## config.mk

```make
export PLATFORM = sky130hd
export DESIGN_NAME = mem_port_arbiter
export DESIGN_NICKNAME = d
export VERILOG_FILES = /design/src/rtl/mem_port_arbiter.sv
export SDC_FILE = /design/constraint.sdc
export NUM_CORES = 1
export LEC_CHECK = 0
export BUFFER_PORTS_ARGS = -buffer_cell sky130_fd_sc_hd__clkbuf_2
export CELL_PAD_IN_SITES_DETAIL_PLACEMENT = 0
export CELL_PAD_IN_SITES_GLOBAL_PLACEMENT = 1
export CORE_ASPECT_RATIO = 1.4
export CORE_MARGIN = 3
export CORE_UTILIZATION = 35
export DETAILED_ROUTE_END_ITERATION = 7
export PLACE_DENSITY = 0.92
export SYNTH_ARGS = -nofsm -noshare
export SYNTH_HDL_FRONTEND = slang
export SYNTH_SLANG_ARGS = --single-unit
export TNS_END_PERCENT = 1
```

## constraint.sdc

```tcl
create_clock -name clk -period 2.8 [get_ports clk]
set_clock_uncertainty 0.2 [all_clocks]
set_input_delay 0.14 -clock clk [delete_from_list [all_inputs] [get_ports clk]]
set_output_delay 0.14 -clock clk [all_outputs]
set_load 0.01 [all_outputs]
```

## src/rtl/mem_port_arbiter.sv

```systemverilog
// Two-port round-robin arbiter in front of a single shared memory port.
// One transaction in flight; completion or timeout returns a one-cycle rvalid per port.
module mem_port_arbiter #(
    parameter int unsigned ADDR_W  = 32,
    parameter int unsigned DATA_W  = 32,
    parameter int unsigned TIMEOUT = 16
) (
    input  logic                clk,
    input  logic                rst_n,
    input  logic [1:0]          req,
    input  logic [1:0]          we,
    input  logic [2*ADDR_W-1:0] addr,
    input  logic [2*DATA_W-1:0] wdata,
    output logic [1:0]          gnt,
    output logic [1:0]          rvalid,
    output logic [1:0]          err,
    output logic [2*DATA_W-1:0] rdata,
    output logic                mem_req,
    output logic                mem_we,
    output logic [ADDR_W-1:0]   mem_addr,
    output logic [DATA_W-1:0]   mem_wdata,
    input  logic                mem_ready,
    input  logic [DATA_W-1:0]   mem_rdata,
    output logic                mem_sel,
    output logic                busy
);

    typedef enum logic [1:0] {
        StIdle  = 2'd0,
        StBusy0 = 2'd1,
        StBusy1 = 2'd2
    } state_e;

    // Counter value seen in the last BUSY cycle allowed before abort.
    localparam logic [7:0] WaitLast = 8'(TIMEOUT - 1);

    state_e              state_q, state_d;
    logic                last_gnt_q, last_gnt_d;
    logic                owner_q, owner_d;
    logic [7:0]          cnt_q, cnt_d;
    logic                we_q, we_d;
    logic [ADDR_W-1:0]   addr_q, addr_d;
    logic [DATA_W-1:0]   wdata_q, wdata_d;
    logic [1:0]          rvalid_q, rvalid_d;
    logic [1:0]          err_q, err_d;
    logic [2*DATA_W-1:0] rdata_q, rdata_d;

    logic                win;
    logic                finish;
    logic [DATA_W-1:0]   cap;

    always_comb begin
        state_d    = state_q;
        last_gnt_d = last_gnt_q;
        owner_d    = owner_q;
        cnt_d      = cnt_q;
        we_d       = we_q;
        addr_d     = addr_q;
        wdata_d    = wdata_q;
        rvalid_d   = 2'b00;
        err_d      = 2'b00;
        rdata_d    = rdata_q;
        gnt        = 2'b00;
        finish     = 1'b0;
        cap        = '0;

        // Tie goes to the port that was not served last.
        win = (req == 2'b11) ? ~last_gnt_q : req[1];

        unique case (state_q)
            StIdle: begin
                if (req != 2'b00) begin
                    gnt     = win ? 2'b10 : 2'b01;
                    owner_d = win;
                    we_d    = we[win];
                    addr_d  = win ? addr[2*ADDR_W-1:ADDR_W] : addr[ADDR_W-1:0];
                    wdata_d = win ? wdata[2*DATA_W-1:DATA_W] : wdata[DATA_W-1:0];
                    cnt_d   = 8'd0;
                    state_d = win ? StBusy1 : StBusy0;
                end
            end
            StBusy0, StBusy1: begin
                if (mem_ready) begin
                    finish = 1'b1;
                    cap    = we_q ? '0 : mem_rdata;
                end else if (cnt_q == WaitLast) begin
                    finish = 1'b1;
                    err_d  = owner_q ? 2'b10 : 2'b01;
                end else begin
                    cnt_d = cnt_q + 8'd1;
                end
                if (finish) begin
                    rvalid_d   = owner_q ? 2'b10 : 2'b01;
                    last_gnt_d = owner_q;
                    state_d    = StIdle;
                    if (owner_q) rdata_d[2*DATA_W-1:DATA_W] = cap;
                    else         rdata_d[DATA_W-1:0]        = cap;
                end
            end
            default: state_d = StIdle;
        endcase
    end

    always_ff @(posedge clk or negedge rst_n) begin
        if (!rst_n) begin
            state_q    <= StIdle;
            last_gnt_q <= 1'b1;
            owner_q    <= 1'b0;
            cnt_q      <= 8'd0;
            we_q       <= 1'b0;
            addr_q     <= '0;
            wdata_q    <= '0;
            rvalid_q   <= 2'b00;
            err_q      <= 2'b00;
            rdata_q    <= '0;
        end else begin
            state_q    <= state_d;
            last_gnt_q <= last_gnt_d;
            owner_q    <= owner_d;
            cnt_q      <= cnt_d;
            we_q       <= we_d;
            addr_q     <= addr_d;
            wdata_q    <= wdata_d;
            rvalid_q   <= rvalid_d;
            err_q      <= err_d;
            rdata_q    <= rdata_d;
        end
    end

    assign busy      = (state_q != StIdle);
    assign mem_req   = busy;
    assign mem_we    = busy & we_q;
    assign mem_addr  = busy ? addr_q : '0;
    assign mem_wdata = busy ? wdata_q : '0;
    assign mem_sel   = busy ? owner_q : last_gnt_q;
    assign rvalid    = rvalid_q;
    assign err       = err_q;
    assign rdata     = rdata_q;

endmodule

```

==> metrics.md <==
| Metric | Value |
|---|---|
| Num CTS Buffers | 17 |
| Post-Syn Area | 6340 um^2 |
| Die footprint | 19800 um^2 |
| R2r setup slk | 0.11 ns |
| Post-CTS setup buffers | 0 |
| Endpoints failing setup | 0 |
| Crit share post-route | 0.961 |
| Mean routed wirelength per cell | 17.3 um |
| Tmin final | 2.69 ns |
| FMAX | 0.371 GHz |
| Worst Reg-to-Reg Cells | 8 |
| CTS H-tree lvls | 4 |
| Sequential fraction of the synthesis area | 0.572 |
| # DRC | 0 |
| Maximum VDD drop | 0.443 mV |
| Total track usage | 0.216 |
| Slew Viols, Final | 0 |
| Drt total wl | 21900 um |
| Chip height | 165 um |
| Skew-Pair Late Insertion Delay | 0.42 ns |
| CP startpoint | state_q[1]$_DFFE_PN0P_ |
| Worst EP required | 2.96 ns |
| P_leak | 5.30 nW |
| Vias | 6348 |
| Maximum clock insertion buffer count | 2 |
| Layout cells sized above 1 | 0.355 |
| Util after Layout | 0.592 |
| Largest fanout on the critical path | 27 |
| Die width | 120 um |
| Final cell count without fillers | 1265 |
| Number of synthesized register bits | 145 |
| Avg Cell Area, Syn | 11.4 um^2 |
| Max Cap Violations | 0 |
| Global route overflow | 0 |
| Area delta synth->final | 63.7% |
| Post-synth top area cell | dfrtp_1 |
| # nets final | 1184 |
| Crit Path Class | flip-flop to flip-flop |
| CP Capture Type | flip-flop |
| Slew @ Worst Pin | 0.791 ns |
| Largest net degree at the start of global routing | 77 |
| Status | completed |
| # port buffers | 304 |
| Hold Vio Cnt, Final | 0 |
| Worst Hold Class | input pin to asynchronous set/reset pin |
| Crit path DAT | 2.85 ns |
| Reg2reg end | wdata_q[4]$_DFFE_PN0P_ |
| Final TNS setup | 0 ns |
| Placeable core area | 17500 um^2 |
| Max_slew headroom | 0.471 |
| Clock transition at path regs | 0.07 ns |
| Reg2reg start | state_q[1]$_DFFE_PN0P_ |
| Pwr Density | 1030 nW/um^2 |
| Post-synth cell types | 39 |
| Final antenna-violating net count | 0 |
| Ys Warns | 0 |
| Critical Path End | wdata_q[4]$_DFFE_PN0P_ |
| CTS tree | done |
| DR iter-0 viols | 445 |
| Synthesized net count | 725 |
| First-pass GRT wire length | 33800 um |
| Boundary Pins | 305 |
| Crit start category | flip-flop |
| Synth top area share | 0.568 |
| Via/cell ratio | 5.02 |
| CTS root buf | clkbuf_16 |
| RSZ-0062 raised after global routing | false |
| Rows | 57 |
| Placer Congestion | 0.749 |
| Dominant cells by area after synthesis | dfrtp_1 (57%), a22o_1 (8.8%), nor2b_1 (6.4%) |
| Number of global-route vias before repair | 6677 |
| Dpl hpwl | 13300 um |
| Initial core utilization | 0.362 |
| 1st-pass router iterations | 6 |
| Placed cell count | 1066 |
| Clock Sinks | 145 |
| Post-Synthesis Cells | 556 |
| Initial antenna violation count | 1 |
## power breakdown
part | switching (mW) | internal (mW) | total, mW
registers | 0.541 | 3.04 | 3.58
clock network | 0.999 | 1.27 | 2.27
logic | 2.50 | 2.34 | 4.84
total | 4.04 | 6.65 | 10.7
## flip-flops by register name, summed over array words and instances (netlist names)
register	count
owner_q	1
err	2
wdata_q	32
last_gnt_q	1
we_q	1
cnt_q	8
rvalid	2
rdata	64
state_q	2
addr_q	32
## metrics by stage
step,hold WS (ns),cell area (um^2),power [mW],worst slack [ns]
after floorplan,-0.356,6340,6.08,0.790
after global placement,-0.209,8130,7.69,0.565
after detailed placement,-0.206,8130,7.79,0.508
after CTS,0.0414,10400,10.6,0.146
after global routing,0.105,10400,11.4,0.0000571
final,0.0884,10400,10.7,0.108
## critical path, cell delays in order, from the launching register on
cell           delay (ns)
dfrtp_1              0.38
inv_1                0.06
ha_2                 0.33
o21ai_4              0.24
nor2_2               0.22
buf_4                0.33
a222oi_1             0.17
dlygate4sd3_1        0.62
inv_1                0.06
## metal layers
metal	global-route usage	part of all wire	vias to the layer above
met4	0.0849	0.030	0
met3	0.0545	0.066	52
li1	-	-	2917
met5	0	0	-
met1	0.244	0.37	3077
met2	0.389	0.54	302
## how the worst min path moves through the flow
stage	startpoint	to	slack (ns)
after detailed placement	rst_n	rdata[6]$_DFFE_PN0P_	-0.21
after global placement	rst_n	rdata[38]$_DFFE_PN0P_	-0.21
after CTS	req[1]	state_q[0]$_DFFE_PN0P_	0.04
after floorplan	rst_n	addr_q[0]$_DFFE_PN0P_	-0.36
final	rst_n	cnt_q[6]$_DFFE_PN0P_	0.09
after global routing	rst_n	cnt_q[6]$_DFFE_PN0P_	0.11
## layout by cell type, fill, tap and decap left out, types with 3 or more instances in the layout
| cell | netlist | final |
|---|---|---|
| a21oi_1 | 5 | 5 |
| a222oi_1 | 28 | 28 |
| a22o_1 | 64 | 64 |
| a31oi_1 | 6 | 6 |
| and3_1 | 3 | 3 |
| buf_12 | 0 | 4 |
| buf_4 | 1 | 11 |
| clkbuf_16 | 0 | 17 |
| clkbuf_2 | 0 | 303 |
| clkinv_4 | 0 | 3 |
| dfrtp_1 | 144 | 144 |
| dlygate4sd3_1 | 0 | 165 |
| inv_1 | 36 | 36 |
| inv_6 | 0 | 5 |
| inv_8 | 0 | 3 |
| mux2i_1 | 37 | 37 |
| nand2_1 | 44 | 44 |
| nand2b_1 | 3 | 3 |
| nand3_1 | 3 | 3 |
| nor2b_1 | 65 | 65 |
| o21ai_0 | 37 | 37 |
| o21ai_1 | 6 | 5 |
| or3_1 | 4 | 4 |
## timing repair
item / in CTS / in global routing
hold endpoints to repair: 276 / 0
hold buffers: 165 / 0
gates resized for setup: 0 / 1
setup endpoints to repair: 0 / 21
## Yosys cell counts, drive strengths merged
library cell / instances
dfstp: 1
clkbuf: 28
nor3: 1
a211oi: 1
buf: 18
a21oi: 5
nor4: 3
a41oi: 1
o211ai: 1
ha: 2
or3: 4
dfrtp: 144
a222oi: 28
nand2: 44
mux2: 1
or4: 1
nand4: 1
a22o: 64
mux2i: 37
and2: 1
inv: 38
nand3: 3
and3: 3
a31oi: 6
o21ai: 43
and4: 1
nor3b: 2
nor2: 2
a21boi: 1
nand2b: 3
nor2b: 65
a21o: 2
o32ai: 1
## cell families (layout without fill, tap and decap cells)
logic type,after synthesis,in the layout,share of synthesized area
and+or+nand+nor,134,134,0.117
other,0,1,0
AOI/OAI and AO/OA,153,154,0.186
buffers and inverters,84,555,0.0612
muxes,38,38,0.0602
adders and majority gates,2,2,0.00394
DFF,145,145,0.572
## final cells by class
type	count	area (um^2)
sequential	145	3630
clock buffer	17	425
multi-input combinational	328	2370
inverter	38	143
tap	236	295
timing repair buffer	485	3350
fill	1423	7160
clock inverter	15	165
antenna	1	2.50
Note: power is estimated with default switching activity, not from simulation.
